--- config.mk ---
export PLATFORM = sky130hd
export DESIGN_NAME = div_unit
export DESIGN_NICKNAME = d
export VERILOG_FILES = /design/src/rtl/mips_defs.sv /design/src/rtl/div_step.sv /design/src/rtl/div_unit.sv
export SDC_FILE = /design/constraint.sdc
export NUM_CORES = 1
export LEC_CHECK = 0
export CORE_AREA = 2 2 169 295
export DETAILED_ROUTE_END_ITERATION = 10
export DIE_AREA = 0 0 171 297
export GPL_ROUTABILITY_DRIVEN = 0
export SYNTH_ARGS = -nofsm -noshare
export SYNTH_HDL_FRONTEND = slang
export SYNTH_SLANG_ARGS = --single-unit
--- constraint.sdc ---
create_clock -name clk -period 15.8 [get_ports clk]
set_clock_uncertainty 0.1 [all_clocks]
set_input_delay 3.16 -clock clk [delete_from_list [all_inputs] [get_ports clk]]
set_output_delay 3.16 -clock clk [all_outputs]
set_load 0.01 [all_outputs]
--- src/rtl/mips_defs.sv ---
// Shared MIPS core definitions: divider state encoding, iteration count and
// the ALU op codes that decode into the divider's start/signed_div controls.
package mips_defs;

  localparam int DIV_WIDTH = 32;
  localparam int DIV_ITER  = DIV_WIDTH;

  typedef enum logic [1:0] {
    DIV_IDLE = 2'd0,
    DIV_BUSY = 2'd1,
    DIV_DONE = 2'd2
  } div_state_e;

  typedef enum logic [3:0] {
    ALU_ADD  = 4'd0,
    ALU_SUB  = 4'd1,
    ALU_AND  = 4'd2,
    ALU_OR   = 4'd3,
    ALU_SLT  = 4'd4,
    ALU_DIV  = 4'd5,
    ALU_DIVU = 4'd6
  } alu_op_e;

  function automatic logic alu_is_div(input alu_op_e op);
    return (op == ALU_DIV) || (op == ALU_DIVU);
  endfunction

  function automatic logic alu_div_signed(input alu_op_e op);
    return op == ALU_DIV;
  endfunction

endpackage

--- src/rtl/div_step.sv ---
// One restoring-division step: shift the next dividend bit into the partial
// remainder, subtract the divisor if it fits, and shift out one quotient bit.
module div_step #(
  parameter int WIDTH = 32
) (
  input  logic [WIDTH-1:0] i_rem,
  input  logic [WIDTH-1:0] i_dvd,
  input  logic [WIDTH-1:0] i_divisor,
  output logic [WIDTH-1:0] o_rem,
  output logic [WIDTH-1:0] o_dvd,
  output logic             o_qbit
);

  logic [WIDTH:0] w_shift;
  logic [WIDTH:0] w_diff;

  // The shifted remainder keeps one extra bit: divisors above 2^(WIDTH-1)
  // would otherwise lose the remainder MSB before the compare.
  assign w_shift = {i_rem, i_dvd[WIDTH-1]};
  assign w_diff  = w_shift - {1'b0, i_divisor};
  assign o_qbit  = ~w_diff[WIDTH];
  assign o_rem   = o_qbit ? w_diff[WIDTH-1:0] : w_shift[WIDTH-1:0];
  assign o_dvd   = {i_dvd[WIDTH-2:0], o_qbit};

endmodule

--- src/rtl/div_unit.sv ---
// Multi-cycle radix-2 restoring divider for MIPS DIV/DIVU in the EX stage.
// Produces {hi=remainder, lo=quotient} and stalls the front end while busy.
module div_unit
  import mips_defs::*;
#(
  parameter int WIDTH = DIV_WIDTH
) (
  input  logic               clk,
  input  logic               rst,
  input  logic               start,
  input  logic               signed_div,
  input  logic [WIDTH-1:0]   a,
  input  logic [WIDTH-1:0]   b,
  input  logic               annul,
  output logic               stall,
  output logic               ready,
  output logic [2*WIDTH-1:0] result
);

  localparam int CNT_W = $clog2(WIDTH) + 1;

  div_state_e          r_state;
  logic [CNT_W-1:0]    r_count;
  logic [WIDTH-1:0]    r_rem;
  logic [WIDTH-1:0]    r_dvd;
  logic [WIDTH-1:0]    r_divisor;
  logic                r_sign_q;
  logic                r_sign_r;
  logic                r_ready;
  logic [2*WIDTH-1:0]  r_result;

  logic                w_a_neg;
  logic                w_b_neg;
  logic [WIDTH-1:0]    w_a_abs;
  logic [WIDTH-1:0]    w_b_abs;
  logic [WIDTH-1:0]    w_rem_next;
  logic [WIDTH-1:0]    w_dvd_next;
  logic                w_qbit;
  logic [WIDTH-1:0]    w_quot_fix;
  logic [WIDTH-1:0]    w_rem_fix;

  assign w_a_neg = signed_div & a[WIDTH-1];
  assign w_b_neg = signed_div & b[WIDTH-1];
  assign w_a_abs = w_a_neg ? (~a + WIDTH'(1)) : a;
  assign w_b_abs = w_b_neg ? (~b + WIDTH'(1)) : b;

  div_step #(.WIDTH(WIDTH)) u_step (
    .i_rem     (r_rem),
    .i_dvd     (r_dvd),
    .i_divisor (r_divisor),
    .o_rem     (w_rem_next),
    .o_dvd     (w_dvd_next),
    .o_qbit    (w_qbit)
  );

  // Sign fix-up uses the step outputs so the result lands on the last BUSY edge.
  assign w_quot_fix = r_sign_q ? (~w_dvd_next + WIDTH'(1)) : w_dvd_next;
  assign w_rem_fix  = r_sign_r ? (~w_rem_next + WIDTH'(1)) : w_rem_next;

  always_ff @(posedge clk) begin
    if (rst) begin
      r_state   <= DIV_IDLE;
      r_count   <= '0;
      r_rem     <= '0;
      r_dvd     <= '0;
      r_divisor <= '0;
      r_sign_q  <= 1'b0;
      r_sign_r  <= 1'b0;
      r_ready   <= 1'b0;
      r_result  <= '0;
    end else begin
      // NOTE: ready is registered and set on the edge into DONE, so it is high
      // for exactly the one cycle the FSM spends in DONE.
      r_ready <= 1'b0;
      if (annul) begin
        r_state <= DIV_IDLE;
        r_count <= '0;
      end else begin
        case (r_state)
          DIV_IDLE: begin
            if (start) begin
              if (b != '0) begin
                r_rem     <= '0;
                r_dvd     <= w_a_abs;
                r_divisor <= w_b_abs;
                r_sign_q  <= signed_div & (a[WIDTH-1] ^ b[WIDTH-1]);
                r_sign_r  <= w_a_neg;
                r_count   <= '0;
                r_state   <= DIV_BUSY;
              end else begin
                r_result  <= {a, {WIDTH{1'b1}}};
                r_ready   <= 1'b1;
                r_state   <= DIV_DONE;
              end
            end
          end
          DIV_BUSY: begin
            r_rem   <= w_rem_next;
            r_dvd   <= w_dvd_next;
            r_count <= r_count + CNT_W'(1);
            if (r_count == CNT_W'(DIV_ITER - 1)) begin
              r_result <= {w_rem_fix, w_quot_fix};
              r_ready  <= 1'b1;
              r_state  <= DIV_DONE;
            end
          end
          DIV_DONE: r_state <= DIV_IDLE;
          default:  r_state <= DIV_IDLE;
        endcase
      end
    end
  end

  assign stall  = start & (r_state != DIV_DONE) & ~annul;
  assign ready  = r_ready;
  assign result = r_result;

endmodule
==> impl_metrics.ini <==
[run_status]
outcome = completed

[power_and_ir_drop]
p_sw_frac = 0.3363
p_total_mw = 1.183
clkPwrFrac = 0.384
power.share.sequential = 0.393
intPower_mw = 0.7849
p_leak_nw = 5.145
power_density_nw_per_um2 = 81.89
ir_worst_vdd_v = 0.00008620
combinationalPowerShare = 0.223
p_switching_mw = 0.3978

[global_route]
grt_max_degree = 98
grt_pass1_wl_um = 64490
grt_antenna_before_repair = 1
track_usage = 0.1621
grt_overflow = 0
grt_pass1_vias = 11502

[cts]
clock_latency_ns = 0.47
cts_tree = yes
cts_sinks = 171
path_clk_slew_ns = 0.07
postCtsResizedCells = 0
cts_setup_buffers = 0
cts_made_buffers = 17
cts_buffer_depth = 2
ctsHoldBuffers = 0
cts_root_buffer = clkbuf_16
cts_max_level = 4

[drt]
via_per_inst = 5.060
drc = 0
first_iter_violations = 649
totalWireLength_um = 41210
num_vias = 11735
wl_per_cell_um = 17.77
ant_nets = 0
first_pass_iters = 5

[sta]
fin_setup_tns_ns = 0
post-route-min-period_ns = 7.791
timing.final.crit_share = 0.4931
slew_viol_final = 0
rsz0062_at_grt = false
hold_viol = 0
clock.fmax_mhz = 128.4
tightest_slew_ns = 0.9938
setup_violations = 0
slew-limit-headroom = 0.3375

[final_layout]
drive_gt1_frac = 0.05469
syn2layout_area_growth_pct = 20.61
finalNetCount = 1758

[setup_path]
reg2reg_from = r_dvd[31]$_SDFFE_PP0P_
crit_fanout = 8
end_kind = output pin
cp_num_cells = 3
cp_num_buf_inv = 2
cp.arrival_ns = 4.53
crit_path_cell_trace = clkdlybuf4s50_1 -> nor3b_1 -> clkdlybuf4s50_1
r2r_slack_ns = 9.26
r2r_end = result[58]$_SDFFE_PP0P_
cp-start-kind = input pin
rr_worst_depth = 23
crit_start = annul
crit_end = stall
cp_slowest_cell = clkdlybuf4s50_1
path_class = input pin to output pin
worstPathRequired_ns = 12.54
crit_path_frequent_cell = clkdlybuf4s50_1
cp_slowest_stage_delay_ns = 0.57
cp_top_family = buffers and inverters

[floorplanning]
core_area_um2 = 48460
rows = 107
die-area_um2 = 50790
die_y_um = 297
ioPinCount = 135
start_util = 0.2471
die_x_um = 171

[synth]
avgSynthCellArea_um2 = 7.503
synth_top_area_share = 0.2859
syn-cell-area_um2 = 11980
ys.flop_type = dfxtp_1
synthCells = 1596
yosysSeqAreaShare = 0.2859
yosysTopAreaCell = dfxtp_1
yosysWarningCount = 0
synth_cell_types = 83
syn_nets = 1703
yosys-top-cells-area = dfxtp_1, nor2_1, a21oi_1, xor2_1, nand2_1
synth_edf_count = 0
ys_async_sr_fraction = 0
synth.ff_latch_count = 171

[place]
hpwl_um = 32150
port-buffer-count = 134

[flow_run]
drv_cap = 0

[worst_hold_path]
min_path_cells = 2
hold_path_class = register to register
[logic make-up after synthesis]
logic type | synth area share
compound gates | 0.2693
xor+xnor | 0.09874
fa+ha+maj | 0.04033
buf+inv | 0.05652
flops | 0.2859
mux | 0.02811
simple gates | 0.2212
[cell usage in the layout (no fill, tap or decap), types with 5 or more instances in the layout]
master,instances
nor2_1,205
dfxtp_1,171
nand2_1,168
a21oi_1,139
clkdlybuf4s50_1,133
xor2_1,79
o21ai_0,74
a211oi_1,70
xnor2_1,56
inv_1,53
nor3_1,45
ha_1,37
o211ai_1,29
mux2i_1,28
a311oi_1,27
nand3_1,25
a31oi_1,24
nor4_1,19
and3_1,18
o41ai_1,17
clkbuf_16,17
buf_4,16
o31ai_1,15
or3_1,14
a21o_1,12
nand4_1,11
or4_1,10
and2_1,10
or2_2,9
nor2b_1,8
a22oi_1,8
o21a_1,6
nand2b_1,6
clkinv_8,6
mux2_2,5
nand3b_1,5
o22ai_1,5
inv_8,5
[stage by stage]
stage                     cell area [um2]  worst slack (ns)  cells  hold slack (ns)  utilization
after floorplan                     11980             8.910   1596           0.3319            -
after global placement              13800             7.592   2286           0.3498       0.2847
after detailed placement            13800             7.527   2286           0.3512       0.2847
after CTS                           14440             7.977   2318           0.3621       0.2980
after global routing                14440             7.699   2319           0.3731       0.2980
final                               14440             8.009   2319           0.3579       0.2980
[worst register-to-register path: stages (launching register included)]
cell,delay (ns)
dfxtp_1,0.37
inv_1,0.23
ha_1,0.21
inv_1,0.05
fa_1,0.45
a211oi_4,0.31
o31ai_4,0.16
o22ai_2,0.31
a211oi_2,0.16
o31ai_2,0.23
buf_4,0.26
and2_4,0.19
buf_4,0.46
mux2i_1,0.52
ha_1,0.32
inv_1,0.11
nor4_1,0.33
nand2_1,0.09
a21oi_1,0.12
a31o_2,0.16
nand3b_1,0.33
o41ai_1,0.51
xor2_1,0.29
o22ai_1,0.13
[sequential cells by signal, summed over array words and instances (netlist names)]
signal and count:
r_count 6, r_divisor 32, r_dvd 32, r_rem 32
r_sign_q 1, r_sign_r 1, r_state 2, ready 1
result 64
[layer usage]
| layer | GRT usage | share of wire | vias up |
|---|---|---|---|
| li1 | - | - | 5870 |
| met1 | 0.1786 | 0.40 | 5525 |
| met2 | 0.3054 | 0.53 | 279 |
| met3 | 0.02142 | 0.034 | 61 |
| met4 | 0.06659 | 0.035 | 0 |
| met5 | 0 | 0 | - |
[worst min-delay path by stage]
| stage | start | endpoint | slack (ns) |
|---|---|---|---|
| 2_1_floorplan | r_divisor[31]$_SDFFE_PP0P_ | r_divisor[31]$_SDFFE_PP0P_ | 0.33 |
| 3_3_place_gp | r_divisor[31]$_SDFFE_PP0P_ | r_divisor[31]$_SDFFE_PP0P_ | 0.35 |
| 3_5_place_dp | r_divisor[31]$_SDFFE_PP0P_ | r_divisor[31]$_SDFFE_PP0P_ | 0.35 |
| 4_1_cts | r_divisor[31]$_SDFFE_PP0P_ | r_divisor[31]$_SDFFE_PP0P_ | 0.36 |
| 5_1_grt | r_divisor[31]$_SDFFE_PP0P_ | r_divisor[31]$_SDFFE_PP0P_ | 0.37 |
| 6_report | r_divisor[31]$_SDFFE_PP0P_ | r_divisor[31]$_SDFFE_PP0P_ | 0.36 |
[Yosys cell counts, types with 11 or more instances]
library cell / n
a211oi_1: 70
a21o_1: 12
a21oi_1: 139
a311oi_1: 27
a31oi_1: 24
and3_1: 18
buf_2: 22
clkbuf_1: 84
dfxtp_1: 171
ha_1: 37
inv_1: 53
mux2i_1: 28
nand2_1: 168
nand3_1: 25
nand4_1: 11
nor2_1: 205
nor3_1: 45
nor4_1: 19
o211ai_1: 29
o21ai_0: 74
o31ai_1: 16
o41ai_1: 17
or3_1: 14
xnor2_1: 56
xor2_1: 79
[final cells by class]
cell class	instances	area [um2]
Fill cell	5303	34020
Antenna cell	1	2.502
Tap cell	654	818.3
Timing Repair Buffer	149	1451
Clock inverter	15	217.7
Clock buffer	17	425.4
Inverter	54	202.7
Multi-Input combinational cell	1258	7903
Sequential cell	171	3423
[power by group through the flow]
stage / Clock, mW / Combinational (mW) / Sequential [mW]
finish: 0.454 / 0.264 / 0.464
global route: 0.484 / 0.293 / 0.467
CTS: 0.465 / 0.266 / 0.464
detailed placement: 0 / 0.265 / 0.474
global placement: 0 / 0.261 / 0.474
floorplan: 0 / 0.173 / 0.472
Power figures use the tool's default switching activity.
